**src/rtl/seq_capture_pkg.sv**
```systemverilog
// Shared types and sizing for the 64-sample window capture buffer.
`timescale 1ns/1ps
package seq_capture_pkg;

  localparam int CAP_DEPTH = 64;
  localparam int CAP_IDX_W = 6;
  localparam int CAP_WIDTH = 8;

  typedef enum logic [1:0] {
    IDLE    = 2'd0,
    CAPTURE = 2'd1,
    DRAIN   = 2'd2
  } cap_state_e;

endpackage

```
**src/rtl/seq_capture64_cap_store.sv**
```systemverilog
// DEPTH x WIDTH flop store: one synchronous write port, one asynchronous read port.
`timescale 1ns/1ps
module cap_store #(
  parameter int WIDTH = 8,
  parameter int DEPTH = 64,
  parameter int IDX_W = $clog2(DEPTH)
) (
  input  logic             clk,
  input  logic             we,
  input  logic [IDX_W-1:0] waddr,
  input  logic [WIDTH-1:0] wdata,
  input  logic [IDX_W-1:0] raddr,
  output logic [WIDTH-1:0] rdata
);

  logic [WIDTH-1:0] mem_q [DEPTH];

  // NOTE: the array has no reset; every word is written before it is read in a window.
  always_ff @(posedge clk) begin
    if (we) mem_q[waddr] <= wdata;
  end

  assign rdata = mem_q[raddr];

endmodule

```
**src/rtl/seq_capture64.sv**
```systemverilog
// Start-triggered 64-sample window capture with in-order valid/ready readout.
`timescale 1ns/1ps
module seq_capture64
  import seq_capture_pkg::*;
#(
  parameter  int WIDTH = CAP_WIDTH,
  parameter  int DEPTH = CAP_DEPTH,
  localparam int IDX_W = $clog2(DEPTH)
) (
  input  logic             clk,
  input  logic             rst,
  input  logic             start,
  input  logic             abort,
  input  logic [WIDTH-1:0] din,
  output logic             busy,
  output logic [IDX_W-1:0] cap_idx,
  output logic [WIDTH-1:0] dout,
  output logic             dout_valid,
  input  logic             dout_ready,
  output logic             dout_last,
  output logic             done
);

  localparam logic [IDX_W-1:0] LAST_IDX = IDX_W'(DEPTH - 1);

  cap_state_e       state_q, state_d;
  logic [IDX_W-1:0] wr_idx_q, wr_idx_d;
  logic [IDX_W-1:0] rd_idx_q, rd_idx_d;
  logic             done_q, done_d;
  logic             we;

  cap_store #(
    .WIDTH (WIDTH),
    .DEPTH (DEPTH),
    .IDX_W (IDX_W)
  ) u_store (
    .clk   (clk),
    .we    (we),
    .waddr (wr_idx_q),
    .wdata (din),
    .raddr (rd_idx_q),
    .rdata (dout)
  );

  // NOTE: every output of this block gets a default first, so no latch is inferred.
  always_comb begin
    state_d  = state_q;
    wr_idx_d = wr_idx_q;
    rd_idx_d = rd_idx_q;
    done_d   = 1'b0;
    we       = 1'b0;

    if (abort) begin
      // A transfer on this edge counts as consumed, but the window never completes.
      state_d  = IDLE;
      wr_idx_d = '0;
      rd_idx_d = '0;
    end else begin
      unique case (state_q)
        IDLE: begin
          if (start) state_d = CAPTURE;
        end
        CAPTURE: begin
          we       = 1'b1;
          wr_idx_d = wr_idx_q + IDX_W'(1);
          if (wr_idx_q == LAST_IDX) state_d = DRAIN;
        end
        DRAIN: begin
          if (dout_ready) begin
            rd_idx_d = rd_idx_q + IDX_W'(1);
            if (rd_idx_q == LAST_IDX) begin
              state_d = IDLE;
              done_d  = 1'b1;
            end
          end
        end
        default: state_d = IDLE;
      endcase
    end
  end

  // NOTE: state uses non-blocking assignments so all flops update together at the edge.
  always_ff @(posedge clk or posedge rst) begin
    if (rst) begin
      state_q  <= IDLE;
      wr_idx_q <= '0;
      rd_idx_q <= '0;
      done_q   <= 1'b0;
    end else begin
      state_q  <= state_d;
      wr_idx_q <= wr_idx_d;
      rd_idx_q <= rd_idx_d;
      done_q   <= done_d;
    end
  end

  assign busy       = (state_q != IDLE);
  assign cap_idx    = (state_q == CAPTURE) ? wr_idx_q : '0;
  assign dout_valid = (state_q == DRAIN);
  assign dout_last  = dout_valid && (rd_idx_q == LAST_IDX);
  assign done       = done_q;

endmodule
```
**config.mk**
```make
export PLATFORM = sky130hd
export DESIGN_NAME = seq_capture64
export DESIGN_NICKNAME = d
export VERILOG_FILES = /design/src/rtl/seq_capture_pkg.sv /design/src/rtl/seq_capture64_cap_store.sv /design/src/rtl/seq_capture64.sv
export SDC_FILE = /design/constraint.sdc
export NUM_CORES = 1
export LEC_CHECK = 0
export BUFFER_PORTS_ARGS = -buffer_cell sky130_fd_sc_hd__buf_2
export CORE_UTILIZATION = 45
export DETAILED_ROUTE_END_ITERATION = 6
export PLACE_DENSITY = 0.7
export RECOVER_POWER = 50
export SYNTH_ARGS = -nofsm -noshare
export SYNTH_HDL_FRONTEND = slang
export SYNTH_SLANG_ARGS = --single-unit
```
**constraint.sdc**
```tcl
create_clock -name clk -period 4.49 [get_ports clk]
set_input_delay 0.449 -clock clk [delete_from_list [all_inputs] [get_ports clk]]
set_output_delay 0.449 -clock clk [all_outputs]
set_load 0.05 [all_outputs]
```
# Yosys cells after proc, flatten, opt, wreduce, memory -nomap -nowiden
# Memory sizes are Yosys's and may differ from the RTL's.
# Index checks and enable logic that the tools add are counted.
# word_totals
inputBits,13
mem_count,1
reg_bits,15
mem_bits_rw,512
# op_classes
reduce_logical,8
eq_ne,8
add_sub_neg,2
n_mux,20
# mem_list
name,depth,width,rd,rd_clocked_by_memory_dff,wr,line_no,source
u_store.mem_q,64,8,1,0,1,seq_capture64_cap_store.sv:16,logic [WIDTH-1:0] mem_q [DEPTH];
# op_table
operator,n
$mux W6,6
$add A6 B1 Y6 const B,2
$eq A6 B6 Y1 const B,2
$mux W2,5
$mux W1,8
$reduce_bool A2 Y1,4
$ne A3 B2 Y1 const B,2
$ne A3 B3 Y1 const B,2
$pmux W2 S3,1
$reduce_and A4 Y1,1
$eq A2 B1 Y1 const B,1
$eq A2 B2 Y1 const B,1
$logic_not A2 Y1,1
$reduce_and A2 Y1,1
$logic_and A1 B1 Y1,1

# Logic depth before layout (Yosys ltp)
# depth
ltp_word,5
depth_mapped,9
depth_no_buf,5

# By module
# A second synthesis with hierarchy kept.
# hier_totals
cells_unflattened,1018
hier_area_um2,20816.2
# modules_own_cells
mod,area_each_um2,n_inst,seq_area_each_um2,cells_per_inst
cap_store,20006.7,1,15374.7,932
seq_capture64,809.5,1,375.4,86

# Least setup slack after synthesis
# OpenSTA, ideal clock, no wires.
# synth_path
path_type,register -> output
start,register rd_idx_q[0]
end,output port dout[1]
setup_slack_ns,1.253
t_arrival_ns,2.788
n_path_buf,4
required_time_ns,4.041
path_stages_with_launch,10
cell_sequence,dfrtp_1 > buf_4 > buf_6 > buf_6 > buf_4 > mux2i_1 > o221ai_1 > o221ai_1 > a32o_1 > o21ai_0
# synth_between
elab_chain_len,1
# synth_lines
element,line_no,source
from (decl),seq_capture64.sv:28,"logic [IDX_W-1:0] rd_idx_q, rd_idx_d;"
from (signal assigned),seq_capture64.sv:92,rd_idx_q <= rd_idx_d;
$mem_v2 Z64 W8,-,
to (decl),seq_capture64.sv:17,"output logic [WIDTH-1:0] dout,"
# No other way between the ends.

# Worst setup path in the final report
# layout_path
start,register rd_idx_q[0]
end,output port dout[3]
# The elaborated chain is that of the path after synthesis.

==> results.md <==
Status:
- The run finished, with violations left.
- The checks that failed: max-capacitance violations, max-slew violations.

Finish:
- In the final layout, the share of cells above drive strength 1 is 0.243.
- After routing the design area is ~23000 µm².
- The number of diodes is 0.
- The net count of the finished layout is 1050.
- The layout overhead on the synthesized area is 12.4%.

Placement:
- At the placement stage, the worst setup path has a slack of about 1.1 ns.
- The wire-length estimate of the detail-placed layout is 27300 µm.
- The placed instances occupy a cell area of 21500 µm².
- During placement, the flow inserted port buffers numbering 30.
- Routability-driven placement finished with a final weighted congestion of 0.838.

Logic synthesis:
- The post-synthesis adder-cell area fraction is 0.00121.
- The synthesized design contains 527 register bits.
- The total of warnings raised by yosys is 0.
- The synthesized design contains between 500 and 600 enable-type register cells.
- The share of flip-flops with an asynchronous set or reset after synthesis is 0.0285.
- Among all flip-flop cells after synthesis, the most frequent one is sky130_fd_sc_hd__edfxtp_1.
- Of all cell types, the one taking the most synthesized area is sky130_fd_sc_hd__edfxtp_1.
- After synthesis, the largest family of logic cells by area is multiplexers.
- Sorting the synthesized cells by how often they occur yields 512 x sky130_fd_sc_hd__edfxtp_1, 131 x sky130_fd_sc_hd__mux4_2, 87 x sky130_fd_sc_hd__nor2_1, 42 x sky130_fd_sc_hd__mux2i_1, 24 x sky130_fd_sc_hd__clkbuf_1.
- The multiplexer share of the synthesized area is 0.164.
- After synthesis, the mean cell area works out to 21.0 µm².
- The area of the mapped netlist is roughly 21000 µm².
- The most common cell in the netlist is sky130_fd_sc_hd__edfxtp_1.
- The sequential-to-total area share from yosys stat is 0.764.
- When the netlist entered floorplanning its net count stood at 995.
- The area fraction in compound gates after synthesis is 0.0193.
- Of the total synthesized cell area, the portion taken by AND, OR, NAND and NOR gates is 0.0344.
- The share of synthesized area in the top cell type comes to 0.745.
- Of the total synthesized cell area, the portion taken by XOR and XNOR cells is 0.00382.
- In the synthesized netlist, the number of instances is 980.
- The number of distinct standard cells referenced by the synthesized netlist is 43.
- In the post-synthesis netlist, the biggest area contributors are sky130_fd_sc_hd__edfxtp_1 75%, sky130_fd_sc_hd__mux4_2 14%, sky130_fd_sc_hd__mux2i_1 2.0%, sky130_fd_sc_hd__dfrtp_1 1.8%, sky130_fd_sc_hd__nor2_1 1.6%.

Critical path:
- The worst setup path is captured at an output pin.
- The worst setup path is of the reg2out kind.
- The critical path data required time is 4.04 ns.
- The origin of the worst setup path is rd_idx_q[0].
- STA classifies the critical path startpoint as a flop.
- Walking the worst path, the cells encountered are buf_4 -> mux4_2 -> mux4_2 -> a22oi_1 -> nand2_1 -> buf_2.
- In this run the worst path has a maximum fanout of 20.
- Counting cells, the worst reg-to-reg path comes to 5.
- For this design, the slowest cell found on the critical path is sky130_fd_sc_hd__dfrtp_4.
- The critical path's most frequent cell is sky130_fd_sc_hd__mux4_2.
- The startpoint identified for the worst register-to-register timing path is state_q[0].
- For the worst setup path, the data arrival time is around 3.7 ns.
- The largest single stage delay on the critical path is just over 0.7 ns.

STA:
- Timing would allow up to 243 MHz.
- The setup TNS is 0 ns.
- The final hold violation count is 0.
- In the post-route analysis, the smallest setup slack over all paths is 0.376 ns.
- Dividing the final minimum period by the clock period gives 0.916.
- The actual transition at the worst max-transition pin is around 3.1 ns.
- Setup repair after global routing left no endpoint under its margin.
- The worst hold slack after final layout is 0.0364 ns.
- Headroom to the max-slew limit came out at -1.08.
- Setup violations remaining at the end of the flow were counted as 0.
- The max-slew violation count is 520.
- For the final database, setup skew stands at 0.0262 ns.
- The worst path in the final design needs a cycle of around 4 ns, including I/O delays and setup.

Flow run:
- The total of max-cap violations is 8.

Drt:
- The detailed-route wire length per cell is 26.7 µm.
- The number of nets with antenna violations after detailed routing is 0.
- Wires add up to roughly 45000 µm.
- The detailed-route vias per instance is roughly 5.9.
- The detailed router's first-iteration violation count is between 1000 and 1500.
- The iteration count of the initial detailed-routing pass is 5.
- The routed layout has 9801 vias.
- The count of unresolved DRC violations after routing is 0.

Clocking:
- After clock tree synthesis, the clock-pin slew on the worst setup and hold paths is about 0.070 ns.
- The number of gates resized after CTS is 0.
- Counting every sink on the clock net gives 527.
- The root buffer cell is sky130_fd_sc_hd__clkbuf_16.
- The clock passes through at most 3 buffers.
- The hold buffer count at cts is 0.
- The number of H-tree levels is 2.
- TritonCTS built the clock tree.
- Buffers inserted during clock tree synthesis total 51.
- The clock insertion delay at the later pin of the skew report is 0.59 ns.
- After clock tree synthesis, the setup repair step added 0 buffers.

Global route:
- The global-route usage over all layers is 0.196.
- The via count of the first global-routing pass is approximately 10000.
- The pin count of the biggest net entering global routing is 65.
- The first-pass GRT wire length is 66700 µm.
- The number of antenna violations at the first check in global routing was 0.
- The remaining global-route overflow is 0.

Power:
- For this design the static power due to leakage is 7.03 nW.
- The power density over cell area is 429 nW/µm².
- The maximum vdd ir drop is 0.259 mV.
- The power after layout is around 9.9 mW.

Floorplan:
- The number of cell rows is 78.
- From bottom edge to top edge, the die measures 216 µm.
- The effective utilization at floorplan is 0.456.
- In this run the horizontal extent of the chip is between 200 and 250 µm.
- The die covers about 47000 µm².
- The area of the core region is 45300 µm².
- For this design the top-level I/O count stands at 31.

Min path:
- In this run the worst hold path is classified as in2async.
flip-flops by register name (all words and copies together) (netlist names):
signal	cells
u_store.mem_q	512
rd_idx_q	6
wr_idx_q	6
state_q	2
done	1
path summary, 6_finish.rpt:
kind	end	slack, ns
worst max-delay path	dout[3]	0.38
min in group clk	wr_idx_q[5]	0.26
worst max register to register	u_store.mem_q[38][3]	1.08
worst min-delay path	rd_idx_q[3]	0.04
worst min register to register	state_q[0]	0.59
max in group asynchronous	rd_idx_q[1]	3.88
cells by family (layout without fill, tap and decap cells):
logic type	Yosys count	after routing
AO/OA/AOI/OAI	53	53
XOR/XNOR	9	9
adder cells (fa/ha/maj)	2	2
buffers and inverters	56	151
flip-flops	527	527
multiplexers	174	174
AND/OR/NAND/NOR	159	159
cell type report:
class | count | area (µm²)
Multi-Input combinational cell | 397 | 4590
Clock buffer | 56 | 1320
Tap cell | 600 | 751
Sequential cell | 527 | 15800
Clock inverter | 37 | 413
Inverter | 5 | 18.8
Fill cell | 3532 | 22100
Timing Repair Buffer | 53 | 327
worst max-delay path: cells and delay by family (launching register included):
kind / cells / cell delay (ns)
mux: 2 / 1.03
flops: 1 / 0.72
buf+inv: 2 / 0.59
compound gates: 1 / 0.55
simple gates: 1 / 0.14
where the power goes:
part	leakage (nW)	internal [mW]	switching [mW]	total, mW
combinational	1.39	0.0190	0.124	0.143
clock	0.838	2.58	1.81	4.39
sequential	4.80	5.41	0.00561	5.42
cells in the final DEF, fill, tap and decap left out, types with 3 or more instances in the layout:
cell,synthesis,final
sky130_fd_sc_hd__mux2i_1,42,42
sky130_fd_sc_hd__clkinv_1,0,10
sky130_fd_sc_hd__o22ai_1,3,3
sky130_fd_sc_hd__clkbuf_1,24,15
sky130_fd_sc_hd__a21oi_1,4,4
sky130_fd_sc_hd__nand3b_1,4,4
sky130_fd_sc_hd__o21ai_0,7,7
sky130_fd_sc_hd__o221ai_1,19,19
sky130_fd_sc_hd__nand3_1,17,17
sky130_fd_sc_hd__clkinv_2,0,9
sky130_fd_sc_hd__a22oi_1,10,10
sky130_fd_sc_hd__nand2_1,22,22
sky130_fd_sc_hd__clkbuf_16,0,52
sky130_fd_sc_hd__nand2b_1,4,4
sky130_fd_sc_hd__edfxtp_1,512,512
sky130_fd_sc_hd__dfrtp_1,15,12
sky130_fd_sc_hd__nor3_1,3,3
sky130_fd_sc_hd__clkinv_4,0,3
sky130_fd_sc_hd__buf_4,6,18
sky130_fd_sc_hd__buf_2,10,22
sky130_fd_sc_hd__mux4_2,131,131
sky130_fd_sc_hd__nor2b_1,6,6
sky130_fd_sc_hd__clkinvlp_4,0,4
sky130_fd_sc_hd__xor2_1,5,5
sky130_fd_sc_hd__xnor2_1,4,4
sky130_fd_sc_hd__bufinv_16,0,8
sky130_fd_sc_hd__inv_1,4,4
sky130_fd_sc_hd__nor2_1,87,87
sky130_fd_sc_hd__and2_1,6,5
metrics by stage:
stage / utilization / std cells
floorplan: - / 980
global placement: 0.474 / 1582
detailed placement: 0.474 / 1582
CTS: 0.512 / 1675
global route: 0.512 / 1675
finish: 0.512 / 1675
per-layer routing:
layer | vias up | global-route usage | part of all wire
met5 | - | 0 | 0
met4 | 0 | 0.0655 | 0.026
met3 | 70 | 0.0382 | 0.074
met2 | 410 | 0.321 | 0.50
met1 | 5145 | 0.265 | 0.40
li1 | 4176 | - | -
(Power assumes the default switching activity.)
